[config.mk]
export PLATFORM = sky130hd
export DESIGN_NAME = plot_sink
export DESIGN_NICKNAME = d
export VERILOG_FILES = /design/src/rtl/plot_sink.sv
export SDC_FILE = /design/constraint.sdc
export NUM_CORES = 1
export LEC_CHECK = 0
export BUFFER_PORTS_ARGS = -buffer_cell sky130_fd_sc_hd__buf_2
export CAP_MARGIN = 0
export CORE_MARGIN = 2
export CORE_UTILIZATION = 33
export DETAILED_ROUTE_END_ITERATION = 12
export GPL_ROUTABILITY_DRIVEN = 0
export SLEW_MARGIN = 20
export SYNTH_ARGS = -nofsm -noshare
export SYNTH_HDL_FRONTEND = slang
export SYNTH_SLANG_ARGS = --single-unit
[constraint.sdc]
create_clock -name clock -period 10 [get_ports clock]
set_input_delay 1 -clock clock [delete_from_list [all_inputs] [get_ports clock]]
set_output_delay 1 -clock clock [all_outputs]
set_load 0.01 [all_outputs]
[src/rtl/plot_sink.sv]
// plot_sink - buffers pixel plot requests, clips them and turns them into framebuffer writes; also runs full-screen clears.
// Optional build macro PLOT_SINK_STATS_EN adds clip_count/stall_count outputs.
module plot_sink #(
  parameter int H_RES      = 640,
  parameter int V_RES      = 480,
  parameter int FIFO_DEPTH = 16,
  parameter int ADDR_W     = 19,
  parameter int COLOUR_W   = 3
) (
  input  logic                            clock,
  input  logic                            reset,
  input  logic                            plot_enable,
  input  logic [9:0]                      x,
  input  logic [8:0]                      y,
  input  logic [COLOUR_W-1:0]             colour,
  output logic                            plot_ready,
  input  logic                            clear_req,
  input  logic [COLOUR_W-1:0]             clear_colour,
  output logic                            clear_done,
  output logic                            fb_wren,
  output logic [ADDR_W-1:0]               fb_addr,
  output logic [COLOUR_W-1:0]             fb_data,
  input  logic                            fb_busy,
  output logic [$clog2(FIFO_DEPTH):0]     fifo_level,
`ifdef PLOT_SINK_STATS_EN
  output logic [15:0]                     clip_count,
  output logic [15:0]                     stall_count,
`endif
  output logic                            idle
);

  localparam int PTR_W   = $clog2(FIFO_DEPTH);
  localparam int LVL_W   = PTR_W + 1;
  localparam int ENTRY_W = 10 + 9 + COLOUR_W;

  localparam logic [9:0]        X_LIM      = 10'(H_RES);
  localparam logic [8:0]        Y_LIM      = 9'(V_RES);
  localparam logic [ADDR_W-1:0] ROW_STRIDE = ADDR_W'(H_RES);
  localparam logic [ADDR_W-1:0] LAST_ADDR  = ADDR_W'(H_RES * V_RES - 1);
  localparam logic [LVL_W-1:0]  FULL_LVL   = LVL_W'(FIFO_DEPTH);

  typedef enum logic [1:0] {
    ST_IDLE,
    ST_DRAIN,
    ST_CLEAR
  } state_e;

  state_e                state_q;
  logic [ENTRY_W-1:0]    mem_q [FIFO_DEPTH];
  logic [PTR_W-1:0]      wr_ptr_q;
  logic [PTR_W-1:0]      rd_ptr_q;
  logic [LVL_W-1:0]      level_q;
  logic [LVL_W-1:0]      level_d;
  logic                  clear_pending_q;
  logic [COLOUR_W-1:0]   clear_colour_q;
  logic [ADDR_W-1:0]     clear_addr_q;
  logic                  fb_wren_q;
  logic [ADDR_W-1:0]     fb_addr_q;
  logic [COLOUR_W-1:0]   fb_data_q;
  logic                  clear_done_q;

  logic                  fifo_full;
  logic                  fifo_empty;
  logic                  in_range;
  logic                  handshake;
  logic                  push;
  logic                  pop;
  logic                  clear_start;
  logic [ENTRY_W-1:0]    head;
  logic [9:0]            head_x;
  logic [8:0]            head_y;
  logic [COLOUR_W-1:0]   head_c;
  logic [ADDR_W-1:0]     pixel_addr;

  assign fifo_full  = (level_q == FULL_LVL);
  assign fifo_empty = (level_q == '0);

  // Readiness depends only on registered state, so a drawer can never loop through it.
  assign plot_ready  = !fifo_full && (state_q != ST_CLEAR) && !clear_pending_q;
  assign in_range    = (x < X_LIM) && (y < Y_LIM);
  assign handshake   = plot_enable && plot_ready;
  assign push        = handshake && in_range;
  assign pop         = (state_q == ST_DRAIN) && !fb_busy && !fifo_empty;
  assign clear_start = clear_req && !clear_pending_q && (state_q != ST_CLEAR);

  assign head       = mem_q[rd_ptr_q];
  assign head_x     = head[ENTRY_W-1 -: 10];
  assign head_y     = head[COLOUR_W +: 9];
  assign head_c     = head[COLOUR_W-1:0];
  assign pixel_addr = ADDR_W'(head_y) * ROW_STRIDE + ADDR_W'(head_x);

  always_comb begin
    level_d = level_q;
    if (push && !pop) begin
      level_d = level_q + LVL_W'(1);
    end else if (!push && pop) begin
      level_d = level_q - LVL_W'(1);
    end
  end

  always_ff @(posedge clock) begin
    if (push) begin
      mem_q[wr_ptr_q] <= {x, y, colour};
    end
  end

  always_ff @(posedge clock) begin
    if (reset) begin
      state_q         <= ST_IDLE;
      wr_ptr_q        <= '0;
      rd_ptr_q        <= '0;
      level_q         <= '0;
      clear_pending_q <= 1'b0;
      clear_colour_q  <= '0;
      clear_addr_q    <= '0;
      fb_wren_q       <= 1'b0;
      fb_addr_q       <= '0;
      fb_data_q       <= '0;
      clear_done_q    <= 1'b0;
    end else begin
      level_q      <= level_d;
      fb_wren_q    <= 1'b0;
      clear_done_q <= 1'b0;
      if (push) begin
        wr_ptr_q <= wr_ptr_q + PTR_W'(1);
      end
      if (pop) begin
        rd_ptr_q <= rd_ptr_q + PTR_W'(1);
      end
      if (clear_start) begin
        clear_pending_q <= 1'b1;
        clear_colour_q  <= clear_colour;
      end

      case (state_q)
        ST_IDLE: begin
          // Clear waits for the last pixel write to leave so plots always land first.
          if (clear_pending_q && fifo_empty && !fb_wren_q) begin
            state_q      <= ST_CLEAR;
            clear_addr_q <= '0;
          end else if (!fifo_empty) begin
            state_q <= ST_DRAIN;
          end
        end

        ST_DRAIN: begin
          if (pop) begin
            fb_wren_q <= 1'b1;
            fb_addr_q <= pixel_addr;
            fb_data_q <= head_c;
          end
          if (level_d == '0) begin
            state_q <= ST_IDLE;
          end
        end

        ST_CLEAR: begin
          if (!fb_busy) begin
            fb_wren_q <= 1'b1;
            fb_addr_q <= clear_addr_q;
            fb_data_q <= clear_colour_q;
            if (clear_addr_q == LAST_ADDR) begin
              clear_done_q    <= 1'b1;
              clear_pending_q <= 1'b0;
              state_q         <= ST_IDLE;
            end else begin
              clear_addr_q <= clear_addr_q + ADDR_W'(1);
            end
          end
        end

        default: state_q <= ST_IDLE;
      endcase
    end
  end

  assign fb_wren    = fb_wren_q;
  assign fb_addr    = fb_addr_q;
  assign fb_data    = fb_data_q;
  assign clear_done = clear_done_q;
  assign fifo_level = level_q;
  assign idle       = (state_q == ST_IDLE) && fifo_empty && !fb_wren_q && !clear_pending_q;

`ifdef PLOT_SINK_STATS_EN
  logic [15:0] clip_count_q;
  logic [15:0] stall_count_q;

  always_ff @(posedge clock) begin
    if (reset) begin
      clip_count_q  <= '0;
      stall_count_q <= '0;
    end else begin
      if (handshake && !in_range && (clip_count_q != 16'hFFFF)) begin
        clip_count_q <= clip_count_q + 16'd1;
      end
      if (plot_enable && !plot_ready && (stall_count_q != 16'hFFFF)) begin
        stall_count_q <= stall_count_q + 16'd1;
      end
    end
  end

  assign clip_count  = clip_count_q;
  assign stall_count = stall_count_q;
`endif

endmodule
==> impl_metrics.py <==
metrics = {
    "status": {
        "outcome": "finished, final reports clean",
    },
    "final_layout": {
        "final_cell_area_mm2": 0.0196,
        "post_route_cells_drive_above_1_share_pct": 25.7,
        "num_antenna_cells": 0,
        "area_growth_pct": 15.2,
        "final_nets": 1106,
        "final_util_pct": 38.4,
    },
    "timing": {
        "fmaxAchievable_mhz": 187,
        "fin_ws_ns": 4.65,
        "drv_slew": 0,
        "fin_setup_tns_ns": 0,
        "slew_headroom_pct": 24.7,
        "finClkSkew_ns": 0.0242,
        "setup_viol_count_final": 0,
        "rsz0062_at_grt": "no",
        "finalCritPeriodShare_pct": 53.5,
        "worst_pin_slew_ns": 1.13,
        "hold_viol": 0,
        "fin_crit_ns": 5.35,
    },
    "floorplan": {
        "fp.dieArea_mm2": 0.0535,
        "core_mm2": 0.0512,
        "start_util_pct": 33.3,
        "die_w_um": 231,
        "ios": 61,
        "die_y_um": 231,
        "num_rows": 83,
    },
    "critical_path": {
        "setup.worst_path.class": "flip-flop to flip-flop",
        "cp-start-kind": "flip-flop",
        "critPathCaptureType": "flip-flop",
        "r2r_setup_slack_ns": 4.65,
        "critical_path_arrival_ns": 5.75,
        "path_max_fanout": 45,
        "cp.required_ns": 10.40,
    },
    "power": {
        "leakagePower_nw": 6.21,
        "power.density_mw_per_mm2": 208,
        "power_frac_seq_pct": 48.3,
        "p_int_mw": 3.07,
        "pwr-share-clk_pct": 37.9,
        "switchingPower_mw": 1.02,
        "ir_drop_v": 0.0000983,
        "comb_power_share_pct": 13.8,
        "swShare_pct": 25.0,
        "power_mw": 4.09,
    },
    "yosys": {
        "async_flop_share_pct": 0,
        "synth_cell_types": 56,
        "synth-edff-count": 352,
        "synthTopCellsByArea": "edfxtp_1 62%, mux4_2 15%, dfxtp_1 7.7%",
        "synthCells": 967,
        "netlist.area_leader.share_pct": 62.0,
        "ys_ff_latch": 418,
        "synth_seq_area_share_pct": 69.7,
        "syn_nets": 1028,
        "synth_top_flop_cell": "edfxtp_1",
        "post_synth.cell_area_avg_um2": 17.6,
        "netlist_area_mm2": 0.0171,
        "synth_top_cell_by_area": "edfxtp_1",
        "yosys_warnings": 0,
    },
    "routing": {
        "vias": 8922,
        "ant_nets": 0,
        "routedWlPerCell_um": 21.6,
        "drtIter0Drc": 737,
        "vias_per_cell": 5.07,
        "wirelength_mm": 37.9,
        "drc": 0,
        "first_pass_iters": 7,
    },
    "min_path": {
        "worst_hold_path_type": "flip-flop to flip-flop",
    },
    "clock_tree": {
        "clock-sinks": 418,
        "ctsHtreeMaxLevel": 2,
        "hold_buffers": 0,
        "cts_tree": "done",
        "clockBufferDepth": 3,
        "cts_setup_buffers": 0,
        "post_cts_resized": 0,
        "clk-insertion-delay-late_ns": 0.56,
        "cts_buffers": 43,
        "root_buffer": "clkbuf_16",
        "path_clk_slew_ns": 0.06,
    },
    "global_routing": {
        "grt_pass1_vias": 9061,
        "antenna_found_initial": 6,
        "grt_pass1_wl_mm": 57.4,
        "grt_usage_pct": 14.4,
        "grt_max_degree": 73,
        "overflow": 0,
    },
    "placement": {
        "io_buffers": 60,
        "hpwl_mm": 22.2,
        "dpl_cell_area_mm2": 0.0183,
        "dp_slack_ns": 4.52,
    },
    "job": {
        "max_cap_viol_count": 0,
    },
}
==> synth_stat cells, drive strengths merged, types with 4 or more instances <==
library cell	count
nor3	17
or3	4
clkbuf	29
nand2b	8
xor2	18
xnor2	16
buf	17
nand3	11
o21ai	20
a211oi	7
nand4b	4
nor2	74
and3	7
o21a	4
o211ai	4
a311oi	14
mux4	110
nand2	64
mux2i	7
nand4	10
dfxtp	66
ha	29
inv	14
nor3b	5
a21oi	20
edfxtp	352
==> placed cells by master (no fill, tap or decap), types with 8 or more instances in the layout <==
cell and n:
buf_2 60, o21ai_0 18, a21oi_1 20, nor3_1 13, nor2_1 62, inv_1 14
clkbuf_16 44, nand3_1 11, buf_4 19, nand2b_1 8, dfxtp_1 63, xor2_1 18
nand4_1 10, clkinv_1 9, xnor2_1 16, a311oi_1 14, mux4_2 110, edfxtp_1 352
nand2_1 63, clkbuf_1 14, ha_1 29
==> critical path: stages, from the launching register on <==
cell and delay, ns:
dfxtp_4 0.96, buf_4 0.84, mux4_2 0.59, mux4_2 0.53, ha_1 0.32, ha_1 0.36
o21ai_0 0.34, nor2_1 0.09, nor4b_1 0.56, nand3_1 0.16, xnor2_1 0.16, o211ai_1 0.17
a21oi_1 0.08
==> cells by family after synthesis <==
| group | synth area share [%] |
|---|---|
| fa+ha+maj | 2.36 |
| mux | 15.0 |
| flops | 69.7 |
| simple gates | 6.16 |
| buf+inv | 1.43 |
| compound gates | 3.55 |
| xor+xnor | 1.75 |
==> stage by stage <==
| step | instances | hold WS, ns |
|---|---|---|
| CTS | 1759 | 0.453 |
| floorplan | 967 | 0.454 |
| global placement | 1680 | 0.438 |
| global route | 1759 | 0.485 |
| finish | 1759 | 0.450 |
| detailed placement | 1680 | 0.447 |
==> area by class of cell <==
class | instances | area (um2)
clock buffer | 62 | 1190
clock inverter | 17 | 171
fill | 4629 | 31600
inverter | 14 | 52.6
multi-input combinational | 489 | 5020
sequential | 418 | 11900
tap | 680 | 851
timing repair buffer | 79 | 443
==> worst paths after layout <==
kind / startpoint / endpoint / depth (start not counted)
worst max-delay path: flip-flop / fb_addr[16] / 12
worst min-delay path: fb_addr[11] / fb_addr[11] / 2
worst max register to register: flip-flop / fb_addr[16] / 12
worst min register to register: fb_addr[11] / fb_addr[11] / 2
==> sequential cells by signal, indices dropped and copies added (netlist names), named ones only <==
signal           count
clear_addr_q        19
clear_colour_q       3
clear_done           1
clear_pending_q      1
fb_addr             19
fb_data              3
fb_wren              1
fifo_level           5
mem_q              352
rd_ptr_q             4
state_q              2
wr_ptr_q             4
==> routing by layer <==
metal / wire [um] / vias up / global-route usage [%]
met2: 18500 / 196 / 23.8
met1: 16900 / 4662 / 19.6
met5: 35 / - / 0
met3: 1820 / 53 / 2.47
li1: - / 4007 / -
met4: 712 / 4 / 3.77
==> power groups by stage <==
stage / Sequential (mW) / Combinational (mW) / Clock [mW]
after floorplan: 2.01 / 0.386 / 0
after global placement: 2.01 / 0.561 / 0
after detailed placement: 2.01 / 0.566 / 0
after CTS: 1.98 / 0.568 / 1.59
after global routing: 1.98 / 0.627 / 1.66
final: 1.98 / 0.567 / 1.55
Power figures use the tool's default switching activity.
